$ cat src/rtl/direction_smoother_if.sv
// Frame-in / decision-out bundle for direction_smoother.
// A frame is accepted on any clock edge where bins_valid_in && ready_out; a strobe with ready_out low is dropped and counted.
interface direction_smoother_if #(
    parameter int NUM_BINS  = 4,
    parameter int BIN_WIDTH = 24
);
    localparam int IDX_W = (NUM_BINS > 1) ? $clog2(NUM_BINS) : 1;

    logic [NUM_BINS*BIN_WIDTH-1:0] mag_bins_in;
    logic                          bins_valid_in;
    logic                          ready_out;
    logic [IDX_W-1:0]              direction_out;
    logic [BIN_WIDTH:0]            confidence_out;
    logic                          direction_valid_out;
    logic                          changed_out;
    logic [7:0]                    drop_count_out;
    logic [1:0]                    dbg_state;

    modport master (
        output mag_bins_in, bins_valid_in,
        input  ready_out, direction_out, confidence_out, direction_valid_out,
        input  changed_out, drop_count_out, dbg_state
    );

    modport slave (
        input  mag_bins_in, bins_valid_in,
        output ready_out, direction_out, confidence_out, direction_valid_out,
        output changed_out, drop_count_out, dbg_state
    );
endinterface

$ cat src/rtl/direction_smoother.sv
// Per-bin EMA of localizer magnitudes followed by a hysteretic arg-max.
// Sequence per frame: IDLE -> UPDATE (one bin/cycle) -> SCAN (one bin/cycle) -> DECIDE -> IDLE.
module direction_smoother #(
    parameter int NUM_BINS    = 4,
    parameter int BIN_WIDTH   = 24,
    parameter int ALPHA_SHIFT = 2,
    parameter int HYST        = 1024
) (
    input  logic                clk_in,
    input  logic                rst_n_in,
    direction_smoother_if.slave bus
);
    localparam int BW    = BIN_WIDTH;
    localparam int IDX_W = (NUM_BINS > 1) ? $clog2(NUM_BINS) : 1;
    localparam logic signed [BW-1:0]   MIN_VAL = {1'b1, {(BW-1){1'b0}}};
    localparam logic signed [BW+1:0]   HYST_V  = (BW+2)'(HYST);
    localparam logic [IDX_W-1:0]       LAST_IDX = IDX_W'(NUM_BINS-1);

    typedef enum logic [1:0] {S_IDLE, S_UPDATE, S_SCAN, S_DECIDE} state_t;

    state_t                r_state;
    state_t                w_next;
    logic [IDX_W-1:0]      r_idx;
    logic signed [BW-1:0]  r_frame [NUM_BINS];
    logic signed [BW-1:0]  r_avg   [NUM_BINS];
    logic                  r_primed;
    logic signed [BW-1:0]  r_best_val;
    logic signed [BW-1:0]  r_second_val;
    logic [IDX_W-1:0]      r_best_idx;
    logic [IDX_W-1:0]      r_direction;
    logic [BW:0]           r_confidence;
    logic                  r_dv;
    logic                  r_changed;
    logic [7:0]            r_drops;

    logic                  w_accept;
    logic                  w_last;
    logic signed [BW-1:0]  w_x;
    logic signed [BW-1:0]  w_avg_i;
    logic signed [BW:0]    w_diff;
    logic signed [BW-1:0]  w_step;
    logic signed [BW-1:0]  w_upd;
    logic signed [BW-1:0]  w_cur_val;
    logic signed [BW+1:0]  w_best_ext;
    logic signed [BW+1:0]  w_thresh;
    logic                  w_take;
    logic [IDX_W-1:0]      w_new_idx;
    logic signed [BW-1:0]  w_new_val;
    logic signed [BW-1:0]  w_other;
    logic signed [BW:0]    w_margin;
    logic [BW:0]           w_conf;
    logic                  w_changed;

    assign w_accept = bus.bins_valid_in && (r_state == S_IDLE);
    assign w_last   = (r_idx == LAST_IDX);

    always_ff @(posedge clk_in or negedge rst_n_in) begin
        if (!rst_n_in) r_state <= S_IDLE;
        else           r_state <= w_next;
    end

    always_comb begin
        w_next = r_state;
        case (r_state)
            S_IDLE:   if (w_accept) w_next = S_UPDATE;
            S_UPDATE: if (w_last)   w_next = S_SCAN;
            S_SCAN:   if (w_last)   w_next = S_DECIDE;
            S_DECIDE: w_next = S_IDLE;
            default:  w_next = S_IDLE;
        endcase
    end

    // The floored step keeps the new average between old average and sample, so BW bits suffice.
    assign w_x     = r_frame[r_idx];
    assign w_avg_i = r_avg[r_idx];
    assign w_diff  = {w_x[BW-1], w_x} - {w_avg_i[BW-1], w_avg_i};
    assign w_step  = BW'(w_diff >>> ALPHA_SHIFT);
    assign w_upd   = r_primed ? (w_avg_i + w_step) : w_x;

    assign w_cur_val  = r_avg[r_direction];
    assign w_best_ext = {{2{r_best_val[BW-1]}}, r_best_val};
    assign w_thresh   = {{2{w_cur_val[BW-1]}}, w_cur_val} + HYST_V;
    assign w_take     = !r_primed || (w_best_ext > w_thresh);
    assign w_new_idx  = w_take ? r_best_idx : r_direction;
    assign w_new_val  = w_take ? r_best_val : w_cur_val;

    // Holding a non-maximal winner leaves the true maximum as runner-up, which clamps the margin to 0.
    assign w_other    = (w_new_idx == r_best_idx) ? r_second_val : r_best_val;
    assign w_margin   = {w_new_val[BW-1], w_new_val} - {w_other[BW-1], w_other};
    assign w_conf     = w_margin[BW] ? '0 : w_margin;
    assign w_changed  = (w_new_idx != r_direction) || !r_primed;

    always_ff @(posedge clk_in or negedge rst_n_in) begin
        if (!rst_n_in) begin
            r_idx        <= '0;
            r_primed     <= 1'b0;
            r_best_val   <= '0;
            r_second_val <= '0;
            r_best_idx   <= '0;
            r_direction  <= '0;
            r_confidence <= '0;
            r_dv         <= 1'b0;
            r_changed    <= 1'b0;
            r_drops      <= '0;
            for (int i = 0; i < NUM_BINS; i++) begin
                r_frame[i] <= '0;
                r_avg[i]   <= '0;
            end
        end else begin
            r_dv <= 1'b0;
            if (w_accept) begin
                for (int i = 0; i < NUM_BINS; i++)
                    r_frame[i] <= bus.mag_bins_in[i*BW +: BW];
            end
            if (r_state == S_UPDATE || r_state == S_SCAN)
                r_idx <= w_last ? '0 : r_idx + 1'b1;
            if (r_state == S_UPDATE)
                r_avg[r_idx] <= w_upd;
            if (r_state == S_SCAN) begin
                if (r_idx == '0) begin
                    r_best_val   <= w_avg_i;
                    r_best_idx   <= '0;
                    r_second_val <= MIN_VAL;
                end else if (w_avg_i > r_best_val) begin
                    r_second_val <= r_best_val;
                    r_best_val   <= w_avg_i;
                    r_best_idx   <= r_idx;
                end else if (w_avg_i > r_second_val) begin
                    r_second_val <= w_avg_i;
                end
            end
            if (r_state == S_DECIDE) begin
                r_direction  <= w_new_idx;
                r_confidence <= w_conf;
                r_changed    <= w_changed;
                r_dv         <= 1'b1;
                r_primed     <= 1'b1;
            end
            if (bus.bins_valid_in && r_state != S_IDLE && r_drops != 8'hFF)
                r_drops <= r_drops + 8'd1;
        end
    end

    assign bus.ready_out           = (r_state == S_IDLE);
    assign bus.direction_out       = r_direction;
    assign bus.confidence_out      = r_confidence;
    assign bus.direction_valid_out = r_dv;
    assign bus.changed_out         = r_changed;
    assign bus.drop_count_out      = r_drops;
    assign bus.dbg_state           = r_state;
endmodule

$ cat src/flat_wrapper.sv
// flat-port wrapper written by rule: the top's interface ports become plain ports
module direction_smoother_flat 
#(
    parameter int NUM_BINS    = 4,
    parameter int BIN_WIDTH   = 24,
    parameter int ALPHA_SHIFT = 2,
    parameter int HYST        = 1024
)
  (clk_in, rst_n_in, bus_mag_bins_in, bus_bins_valid_in, bus_ready_out, bus_direction_out, bus_confidence_out, bus_direction_valid_out, bus_changed_out, bus_drop_count_out, bus_dbg_state);
  direction_smoother_if #(.NUM_BINS(NUM_BINS), .BIN_WIDTH(BIN_WIDTH)) bus_i ();
  input  logic clk_in;
  input  logic rst_n_in;
  input wire logic [$bits(bus_i.mag_bins_in)-1:0] bus_mag_bins_in;
  input wire logic [$bits(bus_i.bins_valid_in)-1:0] bus_bins_valid_in;
  output wire logic [$bits(bus_i.ready_out)-1:0] bus_ready_out;
  output wire logic [$bits(bus_i.direction_out)-1:0] bus_direction_out;
  output wire logic [$bits(bus_i.confidence_out)-1:0] bus_confidence_out;
  output wire logic [$bits(bus_i.direction_valid_out)-1:0] bus_direction_valid_out;
  output wire logic [$bits(bus_i.changed_out)-1:0] bus_changed_out;
  output wire logic [$bits(bus_i.drop_count_out)-1:0] bus_drop_count_out;
  output wire logic [$bits(bus_i.dbg_state)-1:0] bus_dbg_state;
  assign bus_i.mag_bins_in = bus_mag_bins_in;
  assign bus_i.bins_valid_in = bus_bins_valid_in;
  assign bus_ready_out = bus_i.ready_out;
  assign bus_direction_out = bus_i.direction_out;
  assign bus_confidence_out = bus_i.confidence_out;
  assign bus_direction_valid_out = bus_i.direction_valid_out;
  assign bus_changed_out = bus_i.changed_out;
  assign bus_drop_count_out = bus_i.drop_count_out;
  assign bus_dbg_state = bus_i.dbg_state;
  direction_smoother #(.NUM_BINS(NUM_BINS), .BIN_WIDTH(BIN_WIDTH), .ALPHA_SHIFT(ALPHA_SHIFT), .HYST(HYST)) u_core (.clk_in(clk_in), .rst_n_in(rst_n_in), .bus(bus_i));
endmodule
$ cat config.mk
export PLATFORM = sky130hd
export DESIGN_NAME = direction_smoother_flat
export DESIGN_NICKNAME = d
export VERILOG_FILES = /design/src/rtl/direction_smoother_if.sv /design/src/rtl/direction_smoother.sv /design/src/flat_wrapper.sv
export SDC_FILE = /design/constraint.sdc
export NUM_CORES = 1
export LEC_CHECK = 0
export ABC_AREA = 1
export BUFFER_PORTS_ARGS = -buffer_cell sky130_fd_sc_hd__buf_2
export CORE_ASPECT_RATIO = 1.1
export CORE_UTILIZATION = 55
export CTS_CLUSTER_DIAMETER = 40
export CTS_CLUSTER_SIZE = 40
export DETAILED_ROUTE_END_ITERATION = 6
export PLACE_DENSITY = 0.75
export RECOVER_POWER = 50
export SLEW_MARGIN = 5
export SYNTH_ARGS = -nofsm -noshare
export SYNTH_HDL_FRONTEND = slang
export SYNTH_SLANG_ARGS = --single-unit
$ cat constraint.sdc
create_clock -name clk_in -period 7 [get_ports clk_in]
set_input_delay 1.4 -clock clk_in [delete_from_list [all_inputs] [get_ports clk_in]]
set_output_delay 1.4 -clock clk_in [all_outputs]
set_load 0.005 [all_outputs]
==> flow_metrics.py <==
metrics = {
    "floorplan": {
        "dieHeight_um": 201,
        "die_w_um": 183,
        "ios": 139,
        "core_area_mm2": 0.0353,
        "num_rows": 72,
        "start_util_pct": 56.0,
        "die-area_mm2": 0.0367,
    },
    "setup_path": {
        "max_stage_delay_ns": 0.42,
        "critPathLaunchType": "flop",
        "cp.arrival_ns": 6.73,
        "critPathRequiredTime_ns": 7.38,
        "critPathTopFamily": "simple AND/OR/NAND/NOR gates",
        "crit_top_cell": "nand2_1",
        "crit_buf_inv": 3,
        "r2r_setup_slack_ns": 0.65,
        "crit_path_start": "u_core.bus.direction_out[0]",
        "r2r_cells": 35,
        "crit_path_end_kind": "flop",
        "critPathSlowestCell": "fa_1",
        "crit_fanout": 38,
        "r2r_start": "u_core.bus.direction_out[0]",
        "r2r_end": "u_core.bus.confidence_out[18]",
        "critical_path_class": "flop to flop",
    },
    "detailed_routing": {
        "vias": 17700,
        "wl_per_cell_um": 17.7,
        "first_iter_violations": 1321,
        "wl_mm": 54.9,
        "routed_via_density": 5.71,
        "first_pass_iters": 6,
        "ant_nets": 0,
        "drt_drc_violations_left": 0,
    },
    "job": {
        "maxCapViolCount": 1,
    },
    "hold_path": {
        "hp-start": "u_core.bus.confidence_out[8]",
        "worstHoldPathCells": 2,
        "min_to": "u_core.bus.confidence_out[8]",
        "hp-class": "flop to flop",
    },
    "yosys": {
        "synth.avg_cell_area_um2": 7.91,
        "synth_cell_type_count": 54,
        "async_flop_share_pct": 100,
        "synth_ff_type": "dfrtp_1",
        "synth_adder_area_share_pct": 9.88,
        "ys_ff_latch": 283,
        "synth-compound-area-share_pct": 17.4,
        "synth_top_family_by_area": "simple AND/OR/NAND/NOR gates",
        "synth_simple_gate_area_share_pct": 20.4,
        "synth_area_mm2": 0.0198,
        "synth_fp_nets": 2754,
        "yosys_warnings": 0,
        "synth-edff-count": 0,
        "synthXorXnorAreaFrac_pct": 3.54,
        "synthMuxAreaShare_pct": 5.52,
        "synthCells": 2500,
        "synth_seq_area_share_pct": 35.8,
    },
    "placement": {
        "io_buffers": 137,
        "dpl.hpwl_mm": 41.2,
        "post-place-ws_ns": 0.332,
        "place_congestion": 0.944,
    },
    "clock_tree": {
        "clkTransAtPathRegs_ns": 0.05,
        "clkLatencyLatePin_ns": 0.54,
        "cts_hold_buf": 0,
        "cts_buffer_depth": 3,
        "htree_levels": 2,
        "numCtsBuffers": 38,
        "cts-root-buf": "clkbuf_16",
        "cts_sinks": 283,
        "cts_tree": "done",
    },
    "global_routing": {
        "grt_pass1_wl_mm": 88.3,
        "grtUsageTotal_pct": 30.1,
        "grt_max_degree": 126,
        "grt.overflow.total": 0,
        "first_global_vias": 17100,
        "antenna_found_initial": 0,
    },
    "finish": {
        "nets": 2845,
        "layout-drive-gt1-share_pct": 16.2,
        "fill_cells": 3182,
        "postLayoutCoreUtil_pct": 62.2,
        "final_common_cell": "nand2_1",
        "areaGrowthSynthToFinish_pct": 11.0,
        "antenna_cells": 0,
        "mostFrequentLayoutCells": "nand2_1, dfrtp_1, o21ai_0",
    },
    "outcome": {
        "outcome": "finished with violations",
        "violations": "max-capacitance violations, max-slew violations",
    },
    "sta": {
        "setup_tns_ns": 0,
        "finalCritPeriodShare_pct": 90.7,
        "finalCriticalPeriod_ns": 6.35,
        "holdWs_ns": 0.473,
        "slew_headroom_pct": -228,
        "fmax_mhz": 158,
        "drv_slew": 87,
        "setup_ws_ns": 0.652,
        "hold_viol_final": 0,
        "rsz0062_at_grt": "false",
        "finClkSkew_ns": 0.0345,
        "worst_pin_slew_ns": 4.92,
        "setup_viol": 0,
    },
}
sequential cells by signal (all words and copies together) (netlist names):
signal and count:
u_core.bus.drop_count_out 8, u_core.bus.changed_out 1, u_core.r_best_val 24, u_core.r_second_val 24
u_core.r_idx 2, u_core.bus.direction_valid_out 1, u_core.r_primed 1, u_core.r_best_idx 2
u_core.bus.dbg_state 2, u_core.r_avg 96, u_core.r_frame 96, u_core.bus.confidence_out 24
u_core.bus.direction_out 2
what timing repair did:
action / 4_1_cts / 5_1_grt
buffers inserted: 0 / 2
gates resized for setup: 0 / 8
endpoints found under the setup margin: 0 / 22
hold endpoints to repair: 0 / 0
synthesized netlist by cell type, drive strengths merged (10+ instances only):
| master | count | area [µm²] |
|---|---|---|
| nand2 | 538 | 2070 |
| o21ai | 334 | 1750 |
| dfrtp | 283 | 7080 |
| inv | 231 | 872 |
| a21oi | 164 | 832 |
| ha | 153 | 1910 |
| nand3 | 153 | 796 |
| nor2 | 141 | 539 |
| mux2 | 97 | 1090 |
| clkbuf | 63 | 236 |
| xor2 | 53 | 464 |
| buf | 50 | 365 |
| or2 | 48 | 300 |
| a32oi | 32 | 295 |
| xnor2 | 27 | 236 |
| nor3 | 25 | 140 |
| o22ai | 24 | 150 |
| nand4 | 16 | 100 |
| a31oi | 11 | 68.8 |
| o21bai | 10 | 75.1 |
worst max path at each step:
stage	endpoint	slack, ns	cells after the start
floorplan	u_core.bus.confidence_out[15]	1.69	37
global placement	u_core.bus.confidence_out[18]	0.56	35
detailed placement	u_core.bus.confidence_out[18]	0.33	35
CTS	u_core.bus.confidence_out[18]	0.31	35
global route	u_core.bus.confidence_out[18]	0.002	35
finish	u_core.bus.confidence_out[18]	0.65	35
stage by stage:
step,area [µm²],instances
final,21900,3099
after global routing,21900,3099
after CTS,21900,3097
after detailed placement,20700,3030
after global placement,20700,3030
after floorplan,19800,2500
layout make-up:
class / count / area [µm²] / share of cell area, %
clock buffers: 44 / 1030 / 4.71
inverters: 231 / 877 / 4.00
flip-flops and latches: 283 / 7080 / 32.3
well taps: 481 / 602 / 2.74
clock inverters: 23 / 228 / 1.04
repair buffers: 164 / 885 / 4.03
multi-input cells: 1873 / 11200 / 51.2
worst register-to-register path: cells and delay by family (launching register included):
kind	cells	cell delay (ns)
simple gates	21	2.90
compound gates	6	1.19
fa+ha+maj	4	1.17
buf+inv	3	0.41
flops	1	0.40
xor+xnor	1	0.10
kinds of logic (layout without fill, tap and decap cells):
kind of cell | count (synthesis) | after routing
compound gates | 609 | 609
xor+xnor | 80 | 80
fa+ha+maj | 155 | 155
buf+inv | 344 | 462
flops | 283 | 283
mux | 97 | 97
other cells | 1 | 1
simple gates | 931 | 931
per-layer routing:
layer  track usage [%]  wire length [µm]  up-vias
li1                  -                 -     8672
met1              39.4             23500     8292
met2              49.5             25500      607
met3              5.13              4080      119
met4              11.6              1880        0
met5                 0                 0        -
Power is left out: the tool's default activity adds up to more than one toggle a clock period on the data nets, which glitch-free logic cannot reach.
